$ cat src/rtl/cfu_pkg.sv
// ---------------------------------------------------------------------------
// cfu_pkg
//   Shared types for the custom-function-unit issue path.
//   cfuop_t          : decoded CFU operation code; CFU_NOP marks a non-CFU instr
//   cfu_ctrl_state_t : issue controller states
//   is_cfu_op()      : true when a decoded op selects the CFU
// ---------------------------------------------------------------------------
package cfu_pkg;

  typedef logic [2:0] cfuop_t;

  localparam cfuop_t CFU_NOP = 3'd0;

  typedef enum logic [2:0] {
    IDLE  = 3'd0,
    ISSUE = 3'd1,
    WAIT  = 3'd2,
    DONE  = 3'd3,
    DRAIN = 3'd4
  } cfu_ctrl_state_t;

  function automatic logic is_cfu_op(input cfuop_t op);
    return op != CFU_NOP;
  endfunction

endpackage

$ cat src/rtl/cfu_issue_ctrl.sv
// ---------------------------------------------------------------------------
// cfu_issue_ctrl
//   Issues a CFU op captured from the EX slot to the external CFU over a
//   valid/ready command channel, waits for the valid/ready response, and
//   returns the result to writeback as a one-cycle strobe. The pipeline is
//   stalled while the op is in flight. Flushed ops are dropped or drained;
//   a CFU that never answers is aborted after TIMEOUT wait cycles.
//
//   state | meaning
//   ------+------------------------------------------------------------------
//   IDLE  | no op in flight; stale responses are accepted and discarded
//   ISSUE | command presented to the CFU, waiting for cmd_ready_i
//   WAIT  | command accepted, waiting for the response (timeout running)
//   DONE  | result strobed to writeback for one cycle
//   DRAIN | op flushed after the CFU took it; swallow its response
//
// Ports
//   clk, arst_n                        clock, async active-low reset
//   id_valid_i, id_cfuop_i,
//   id_opr_a_i, id_opr_b_i, id_rd_i    instruction in the EX slot
//   flush_i                            pipeline redirect
//   stall_o                            hold IF/ID/EX
//   cmd_valid_o/cmd_ready_i,
//   cmd_op_o, cmd_a_o, cmd_b_o         command channel to the CFU
//   rsp_valid_i/rsp_ready_o,
//   rsp_data_i                         response channel from the CFU
//   wb_valid_o, wb_rd_o, wb_data_o     writeback result
//   err_o                              pulse when a WAIT times out
// ---------------------------------------------------------------------------
module cfu_issue_ctrl
  import cfu_pkg::*;
#(
  parameter int XLEN    = 32,
  parameter int TIMEOUT = 255,
  parameter int CNT_W   = 8
) (
  input  logic            clk,
  input  logic            arst_n,
  input  logic            id_valid_i,
  input  cfuop_t          id_cfuop_i,
  input  logic [XLEN-1:0] id_opr_a_i,
  input  logic [XLEN-1:0] id_opr_b_i,
  input  logic [4:0]      id_rd_i,
  input  logic            flush_i,
  output logic            stall_o,
  output logic            cmd_valid_o,
  input  logic            cmd_ready_i,
  output cfuop_t          cmd_op_o,
  output logic [XLEN-1:0] cmd_a_o,
  output logic [XLEN-1:0] cmd_b_o,
  input  logic            rsp_valid_i,
  output logic            rsp_ready_o,
  input  logic [XLEN-1:0] rsp_data_i,
  output logic            wb_valid_o,
  output logic [4:0]      wb_rd_o,
  output logic [XLEN-1:0] wb_data_o,
  output logic            err_o
);

  localparam logic [CNT_W-1:0] TMR_LOAD = CNT_W'(TIMEOUT);

  cfu_ctrl_state_t  r_state;
  logic [CNT_W-1:0] r_tmr;
  logic             r_cmd_valid;
  logic             r_rsp_ready;
  logic             r_wb_valid;
  cfuop_t           r_op;
  logic [XLEN-1:0]  r_a;
  logic [XLEN-1:0]  r_b;
  logic [4:0]       r_rd;
  logic [XLEN-1:0]  r_data;

  logic             w_is_cfu;
  logic             w_start;
  logic             w_tmr_tc;
  logic [CNT_W-1:0] w_tmr_nxt;

  assign w_is_cfu = id_valid_i & is_cfu_op(id_cfuop_i);
  assign w_start  = w_is_cfu & ~flush_i;

  // Down-counter loaded with TIMEOUT at issue; remaining == 0 is the same
  // point as "TIMEOUT cycles elapsed". It holds at 0 instead of wrapping.
  assign w_tmr_tc  = (r_tmr == '0);
  assign w_tmr_nxt = w_tmr_tc ? r_tmr : r_tmr - CNT_W'(1);

  always_ff @(posedge clk or negedge arst_n) begin
    if (!arst_n) begin
      r_state     <= IDLE;
      r_tmr       <= '0;
      r_cmd_valid <= 1'b0;
      r_rsp_ready <= 1'b0;
      r_wb_valid  <= 1'b0;
      r_op        <= CFU_NOP;
      r_a         <= '0;
      r_b         <= '0;
      r_rd        <= '0;
      r_data      <= '0;
    end else begin
      r_wb_valid <= 1'b0;
      unique case (r_state)
        IDLE: begin
          r_rsp_ready <= 1'b1;
          if (w_start) begin
            r_op        <= id_cfuop_i;
            r_a         <= id_opr_a_i;
            r_b         <= id_opr_b_i;
            r_rd        <= id_rd_i;
            r_tmr       <= TMR_LOAD;
            r_cmd_valid <= 1'b1;
            r_rsp_ready <= 1'b0;
            r_state     <= ISSUE;
          end
        end
        ISSUE: begin
          if (cmd_ready_i) begin
            // CFU owns the op now; a flush must still absorb its response.
            r_cmd_valid <= 1'b0;
            r_rsp_ready <= 1'b1;
            r_state     <= flush_i ? DRAIN : WAIT;
          end else if (flush_i) begin
            r_cmd_valid <= 1'b0;
            r_rsp_ready <= 1'b1;
            r_state     <= IDLE;
          end
        end
        WAIT: begin
          r_tmr <= w_tmr_nxt;
          if (flush_i) begin
            // A response arriving with the flush is consumed right here.
            r_state <= rsp_valid_i ? IDLE : DRAIN;
          end else if (rsp_valid_i) begin
            r_data      <= rsp_data_i;
            r_wb_valid  <= 1'b1;
            r_rsp_ready <= 1'b0;
            r_state     <= DONE;
          end else if (w_tmr_tc) begin
            r_state <= IDLE;
          end
        end
        DONE: begin
          r_rsp_ready <= 1'b1;
          r_state     <= IDLE;
        end
        DRAIN: begin
          r_tmr <= w_tmr_nxt;
          if (rsp_valid_i || w_tmr_tc) begin
            r_state <= IDLE;
          end
        end
        default: begin
          r_cmd_valid <= 1'b0;
          r_rsp_ready <= 1'b0;
          r_state     <= IDLE;
        end
      endcase
    end
  end

  // stall_o and err_o depend on same-cycle inputs: the stall must cover the
  // start cycle itself, and the abort is flagged in the final WAIT cycle.
  assign stall_o = ((r_state == IDLE) & w_start) |
                   (r_state == ISSUE) |
                   (r_state == WAIT) |
                   ((r_state == DRAIN) & w_is_cfu);

  assign err_o = (r_state == WAIT) & w_tmr_tc & ~rsp_valid_i & ~flush_i;

  assign cmd_valid_o = r_cmd_valid;
  assign cmd_op_o    = r_op;
  assign cmd_a_o     = r_a;
  assign cmd_b_o     = r_b;
  assign rsp_ready_o = r_rsp_ready;
  assign wb_valid_o  = r_wb_valid;
  assign wb_rd_o     = r_rd;
  assign wb_data_o   = r_data;

endmodule

$ cat config.mk
export PLATFORM = sky130hd
export DESIGN_NAME = cfu_issue_ctrl
export DESIGN_NICKNAME = d
export VERILOG_FILES = /design/src/rtl/cfu_pkg.sv /design/src/rtl/cfu_issue_ctrl.sv
export SDC_FILE = /design/constraint.sdc
export NUM_CORES = 1
export LEC_CHECK = 0
export ABC_AREA = 1
export BUFFER_PORTS_ARGS = -buffer_cell sky130_fd_sc_hd__buf_2
export CORE_MARGIN = 2
export CORE_UTILIZATION = 40
export CTS_CLUSTER_DIAMETER = 30
export DETAILED_ROUTE_END_ITERATION = 10
export PLACE_DENSITY = 0.72
export SYNTH_ARGS = -nofsm -noshare
export SYNTH_HDL_FRONTEND = slang
export SYNTH_SLANG_ARGS = --single-unit
$ cat constraint.sdc
create_clock -name clk -period 1.2 [get_ports clk]
set_input_delay 0.12 -clock clk [delete_from_list [all_inputs] [get_ports clk]]
set_output_delay 0.12 -clock clk [all_outputs]
set_load 0.01 [all_outputs]
# Word-level counts from Yosys, hierarchy flattened
# Cells that the tools add are included.
totals:
  register_bits: 118
  in_bits: 110
  out_inout_bits: 109
  word_cells: 75
classes:
  add_sub_neg: 1
  n_eq_ne: 11
  muxes: 26
  n_bitwise: 14
  n_reduce_logical: 13
op_table:
  columns: ["cell", "n"]
  rows:
  - ["2-to-1 mux 3 bit", 9]
  - ["2-to-1 mux 8 bit", 2]
  - ["case mux 8 bit (2 select lines)", 1]
  - ["case mux 3 bit (4 select lines)", 1]
  - ["2-to-1 mux 1 bit", 11]
  - ["!= test 2 bit, second input constant", 5]
  - ["AND reduction 3 bit", 3]
  - ["logical NOT 8 bit", 1]
  - ["AND reduction 4 bit", 2]
  - ["subtractor 8 x 1 -> 8 bit, second input constant", 1]
  - ["AND 1 bit", 7]
  - ["equality test 3 x 2 -> 1 bit, second input constant", 2]
  - ["case mux 1 bit (5 select lines)", 1]
  - ["!= test 4 bit, second input constant", 1]
  - ["NOT 1 bit", 4]
  - ["equality test 3 x 1 -> 1 bit, second input constant", 1]
  - ["equality test 3 bit, second input constant", 1]
  - ["logical NOT 3 bit", 1]
  - ["!= test 3 bit, second input constant", 1]
  - ["OR 1 bit", 3]
  - ["case mux 1 bit (3 select lines)", 1]
  - ["nonzero test 3 bit", 1]
  - ["OR reduction 3 bit", 1]
  - ["AND reduction 2 bit", 1]
  - ["3 further kinds", 3]

# Longest topological paths before layout
logic_depth:
  ltp_word: 7
  ltp_mapped: 9
  depth_no_buf: 8

# Worst setup path after synthesis
# Ideal clock, no wire load.
synth_path:
  path_type: "register to register"
  startpoint: "register r_tmr[0]"
  endpoint: "register r_tmr[5]"
  setup_time_ns: 0.117
  arrival_time_ns: 1.172
  t_required_ns: 1.083
  slack_ns: -0.088
  stages_incl_launch_ff: 8
  n_path_buf: 0
  period_less_slack_ns: 1.288
  cell_sequence: "dfrtp_1 inv_1 ha_1 nand4_1 nand3_4 nand2_4 nand2_1 nand2_1"
synth_between:
  elab_chain_len: 3
  word_cells_on_any_way: 6
  classes_between: "1 x add/sub; 1 x eq/ne; 2 x mux; 2 x reduce/logical"
synth_lines:
  columns: ["item", "line", "text"]
  rows:
  - ["start, declared", "cfu_issue_ctrl.sv:63", "logic [CNT_W-1:0] r_tmr;"]
  - ["start signal, assigned", "cfu_issue_ctrl.sv:127", "r_tmr <= w_tmr_nxt;"]
  - ["start signal, assigned", "cfu_issue_ctrl.sv:145", "r_tmr <= w_tmr_nxt;"]
  - ["subtractor 8 x 1 -> 8 bit / logical NOT 8 bit (equally long branches)", "cfu_issue_ctrl.sv:84, cfu_issue_ctrl.sv:83", null]
  - ["2-to-1 mux 8 bit / != test 2 bit (equally long branches)", null, null]
  - ["case mux 8 bit (2 select lines) / AND reduction 3 bit (equally long branches)", null, null]
# Several ways; a longest one is shown, not always the timed one. The select of a mux whose other input is x is not followed.
# A chain may end at the register's enable or synchronous reset.

# Worst setup path after layout
layout_path:
  startpoint: "register r_state[0]"
  endpoint: "output stall_o"
layout_between:
  elab_chain_len: 5
  word_cells_on_any_way: 9
  classes_between: "3 x eq/ne; 5 x bitwise; 1 x reduce/logical"
layout_lines:
  columns: ["item", "line", "text"]
  rows:
  - ["start, declared", "cfu_issue_ctrl.sv:62", "cfu_ctrl_state_t r_state;"]
  - ["start signal, assigned", "cfu_issue_ctrl.sv:119", "r_state <= flush_i ? DRAIN : WAIT;"]
  - ["start signal, assigned", "cfu_issue_ctrl.sv:130", "r_state <= rsp_valid_i ? IDLE : DRAIN;"]
  - ["logical NOT 3 bit", "cfu_issue_ctrl.sv:161", "assign stall_o = ((r_state == IDLE) & w_start) |"]
  - ["AND 1 bit", "cfu_issue_ctrl.sv:161", null]
  - ["OR 1 bit", "cfu_issue_ctrl.sv:161", null]
  - ["OR 1 bit", "cfu_issue_ctrl.sv:162", "(r_state == ISSUE) |"]
  - ["OR 1 bit *", "cfu_issue_ctrl.sv:163", "(r_state == WAIT) |"]
  - ["end, declared", "cfu_issue_ctrl.sv:45", "output logic stall_o,"]
# Mark *: on every way between the ends. The rest lies on a longest branch, timed or not.

==> results.toml <==
[timing]
max_slew_margin_pct = 71.0
final_period_minus_worst_setup_slack_ns = 1.66
worst_slew_pin_slew_ns = 0.435
setup_tns_ns = -31.49
clock.fmax_ghz = 0.602
fin_crit_share_pct = 139
fin_skew_ns = 0.00445
postLayoutSetupSlackWorst_ns = -0.462
rsz0062_at_grt = "yes"
finalHoldViolations = 0
timing_max_transition_violations_final = 0
timing.final.setup_violations = 120

[floorplan]
core_region_area_sq_mm = 0.0131
floorplan.io_pins = 219
start_util_pct = 40.7
design.die.area_sq_mm = 0.0143
die-height_um = 120
fp-row-count = 42
floorplan.die.width_um = 120

[setup_path]
crit_type = "reg -> out"
critical_path.n_buffers_inverters = 3
cp_cell_sequence = "inv_2 -> nand2_2 -> nor2_4 -> nand3_4 -> buf_12 -> nand4_1 -> buf_2"
biggest_fanout_along_the_worst_timing_path = 3
critical_path.max_stage_delay_ns = 0.39
worst_ep_arrival_time_ns = 1.54
timing.critical_path.from_type = "flip-flop"
crit_end_category = "output pin"
crit_required_ns = 1.08
cp_top_family = "buffers and inverters"
critical_path_slowest_stage_cell = "dfrtp_1"

[global_route]
grt_pass1_wl_um = 25300
globalRouteTotalUtil_pct = 22.5
grt_antenna_before_repair = 2
grt_max_degree = 78
grt-ovfl-total = 0
first_global_vias = 5400

[yosys]
synth.area.top_cells = "dfrtp_1, nand2_1, o21ai_2"
yosysTopAreaCell = "dfrtp_1"
warnings_from_yosys = 0
postSynthRegisterBits = 118
yosysSeqAreaShare_pct = 55.3
post_synthesis_instance_area_sq_mm = 0.00534
syn_avg_cell_area_sq_um = 9.24
synthCells = 578
mappedNetlistNets = 690
ys_types = 24
synthDominantCellAreaShare_pct = 55.3

[routing]
drt_first_iter_violations = 234
detail-route-antenna-nets = 0
wl_met3_um = 1110
top_layer_used = "met5"
met1_length_um = 6600
post_drt_via_cell_ratio = 4.63
drtPass1Iterations = 7
drc = 0
detail_route.wirelength_um = 17400
wl_per_cell_um = 15.0
detailroute.via_count = 5357
met2_layer_wire_length_in_the_routed_design_um = 9080

[cts]
cts_htree_levels = 4
clock_path_buffers = 2
cts_tree = "done"
tritoncts.num_buffers = 17
clk_pin_slew_worst_paths_ns = 0.05
worst_skew_pair.late_latency_ns = 0.41
cts_num_sinks = 118
cts.root.buffer_cell = "clkbuf_16"

[finish]
post_route_cells_drive_above_1_share_pct = 54.4
antenna_cells_inserted = 0
fin_cells = 1156
layout.cell_area.non_filler_sq_mm = 0.00964
layout.filler_cells = 880
finalNetCount = 1079
flow.area_growth_from_synthesis_pct = 80.5

[pwr]
leakage_nw = 5.29
peakVddDrop_v = 0.00133
pwr_density_cell_mw_per_mm2 = 2280
total_power_mw = 22.0

[place]
portBuffers = 218
gp_routability_congestion = 0.828
hpwl_um = 8680
dpl_cell_area_sq_mm = 0.00704
place.detailed.instances = 997

[worst_hold_path]
hp-class = "in -> reg"

[status]
run_status = "finished, violations left"
failed_checks = "negative setup slack"

[job]
drv.max_cap_violation_count = 0
[sequential cells by signal (all words and copies together), names as in the netlist]
| name | flops |
|---|---|
| cmd_a_o | 32 |
| cmd_b_o | 32 |
| cmd_op_o | 3 |
| cmd_valid_o | 1 |
| r_state | 3 |
| r_tmr | 8 |
| rsp_ready_o | 1 |
| wb_data_o | 32 |
| wb_rd_o | 5 |
| wb_valid_o | 1 |
[worst reg2reg max path: cells and delay by family (launching register included)]
family / cells / cell delay (ns)
buf+inv: 5 / 0.66
flops: 1 / 0.39
simple gates: 6 / 0.48
[logic make-up (layout without fill, tap and decap cells)]
family / Yosys count / in the layout / share of synthesized area [%]
buffers and inverters: 115 / 517 / 11.1
flip-flops: 118 / 118 / 55.3
AO/OA/AOI/OAI: 78 / 78 / 12.1
adder cells (fa/ha/maj): 2 / 2 / 0.468
AND/OR/NAND/NOR: 265 / 265 / 21.1
[worst paths after layout]
check,startpoint,to,slack [ns],cells past startpoint
worst max-delay path,r_state[0],stall_o,-0.46,7
worst min-delay path,flush_i,r_state[2],0.02,3
worst max register to register,r_state[0],r_tmr[1],-0.39,11
worst min register to register,wb_data_o[26],wb_data_o[26],0.47,2
max in group asynchronous,arst_n,cmd_b_o[12],0.54,3
min in group asynchronous,arst_n,cmd_a_o[0],0.22,3
[area by class of cell]
| type | count | area, sq um | share of cell area [%] |
|---|---|---|---|
| timing repair buffer | 393 | 3090 | 32.1 |
| clock buffer | 23 | 468 | 4.85 |
| tap | 176 | 220 | 2.28 |
| inverter | 92 | 365 | 3.79 |
| multi-input combinational | 345 | 2420 | 25.1 |
| clock inverter | 9 | 125 | 1.30 |
| sequential | 118 | 2950 | 30.6 |
[cells in the mapped netlist (all sizes together)]
library cell  number
buf               23
inv               92
nand2            214
dfrtp            118
o21ai             75
a21oi              2
nor2              14
or2                2
nand3             30
ha                 2
nand4              5
a21boi             1
[timing repair]
| item | 4_1_cts | 5_1_grt |
|---|---|---|
| endpoints found under the setup margin | 119 | 120 |
| hold buffers | 105 | 0 |
| gates resized for setup | 40 | 121 |
| endpoints found under the hold margin | 222 | 0 |
| pin swaps | 5 | 15 |
| cloned | 6 | 4 |
| setup buffers | 10 | 6 |
[cell usage in the layout (no fill, tap or decap), types with 2 or more instances in the layout]
cell and n:
nand2_8 3, inv_2 4, nand3_1 19, nor2_2 2
buf_4 37, clkbuf_8 2, nor2_4 3, buf_16 6
nand2_4 44, dfrtp_1 117, nand4_1 5, clkbuf_1 4
nand3_4 3, nand3_2 8, buf_12 14, clkinvlp_4 2
clkinv_2 4, nand2_1 93, dlygate4sd3_1 105, or2_2 2
bufinv_16 3, o21ai_2 69, buf_2 217, buf_6 5
buf_8 5, clkbuf_16 21, nor2_1 9, o21ai_1 3
o21ai_0 3, inv_1 86, nand2_2 74
[per-stage QoR]
| stage | util, % | setup slack (ns) | hold slack (ns) |
|---|---|---|---|
| global route | 73.4 | -0.546 | 0.0287 |
| global placement | 53.6 | -0.199 | 0.119 |
| detailed placement | 53.6 | -0.240 | 0.116 |
| CTS | 69.2 | -0.479 | 0.00383 |
| floorplan | - | -0.0855 | -0.176 |
| finish | 73.4 | -0.462 | 0.0240 |
[layer usage]
| layer | up-vias | GRT usage (%) |
|---|---|---|
| li1 | 2554 | - |
| met1 | 2532 | 25.8 |
| met2 | 222 | 39.6 |
| met3 | 45 | 5.61 |
| met4 | 4 | 10.0 |
| met5 | - | 0 |
[report_power, final]
part | internal [mW] | total (mW) | switching (mW)
clock network | 3.36 | 5.13 | 1.77
registers | 5.88 | 7.29 | 1.41
logic | 4.65 | 9.58 | 4.93
(Power assumes the default switching activity.)
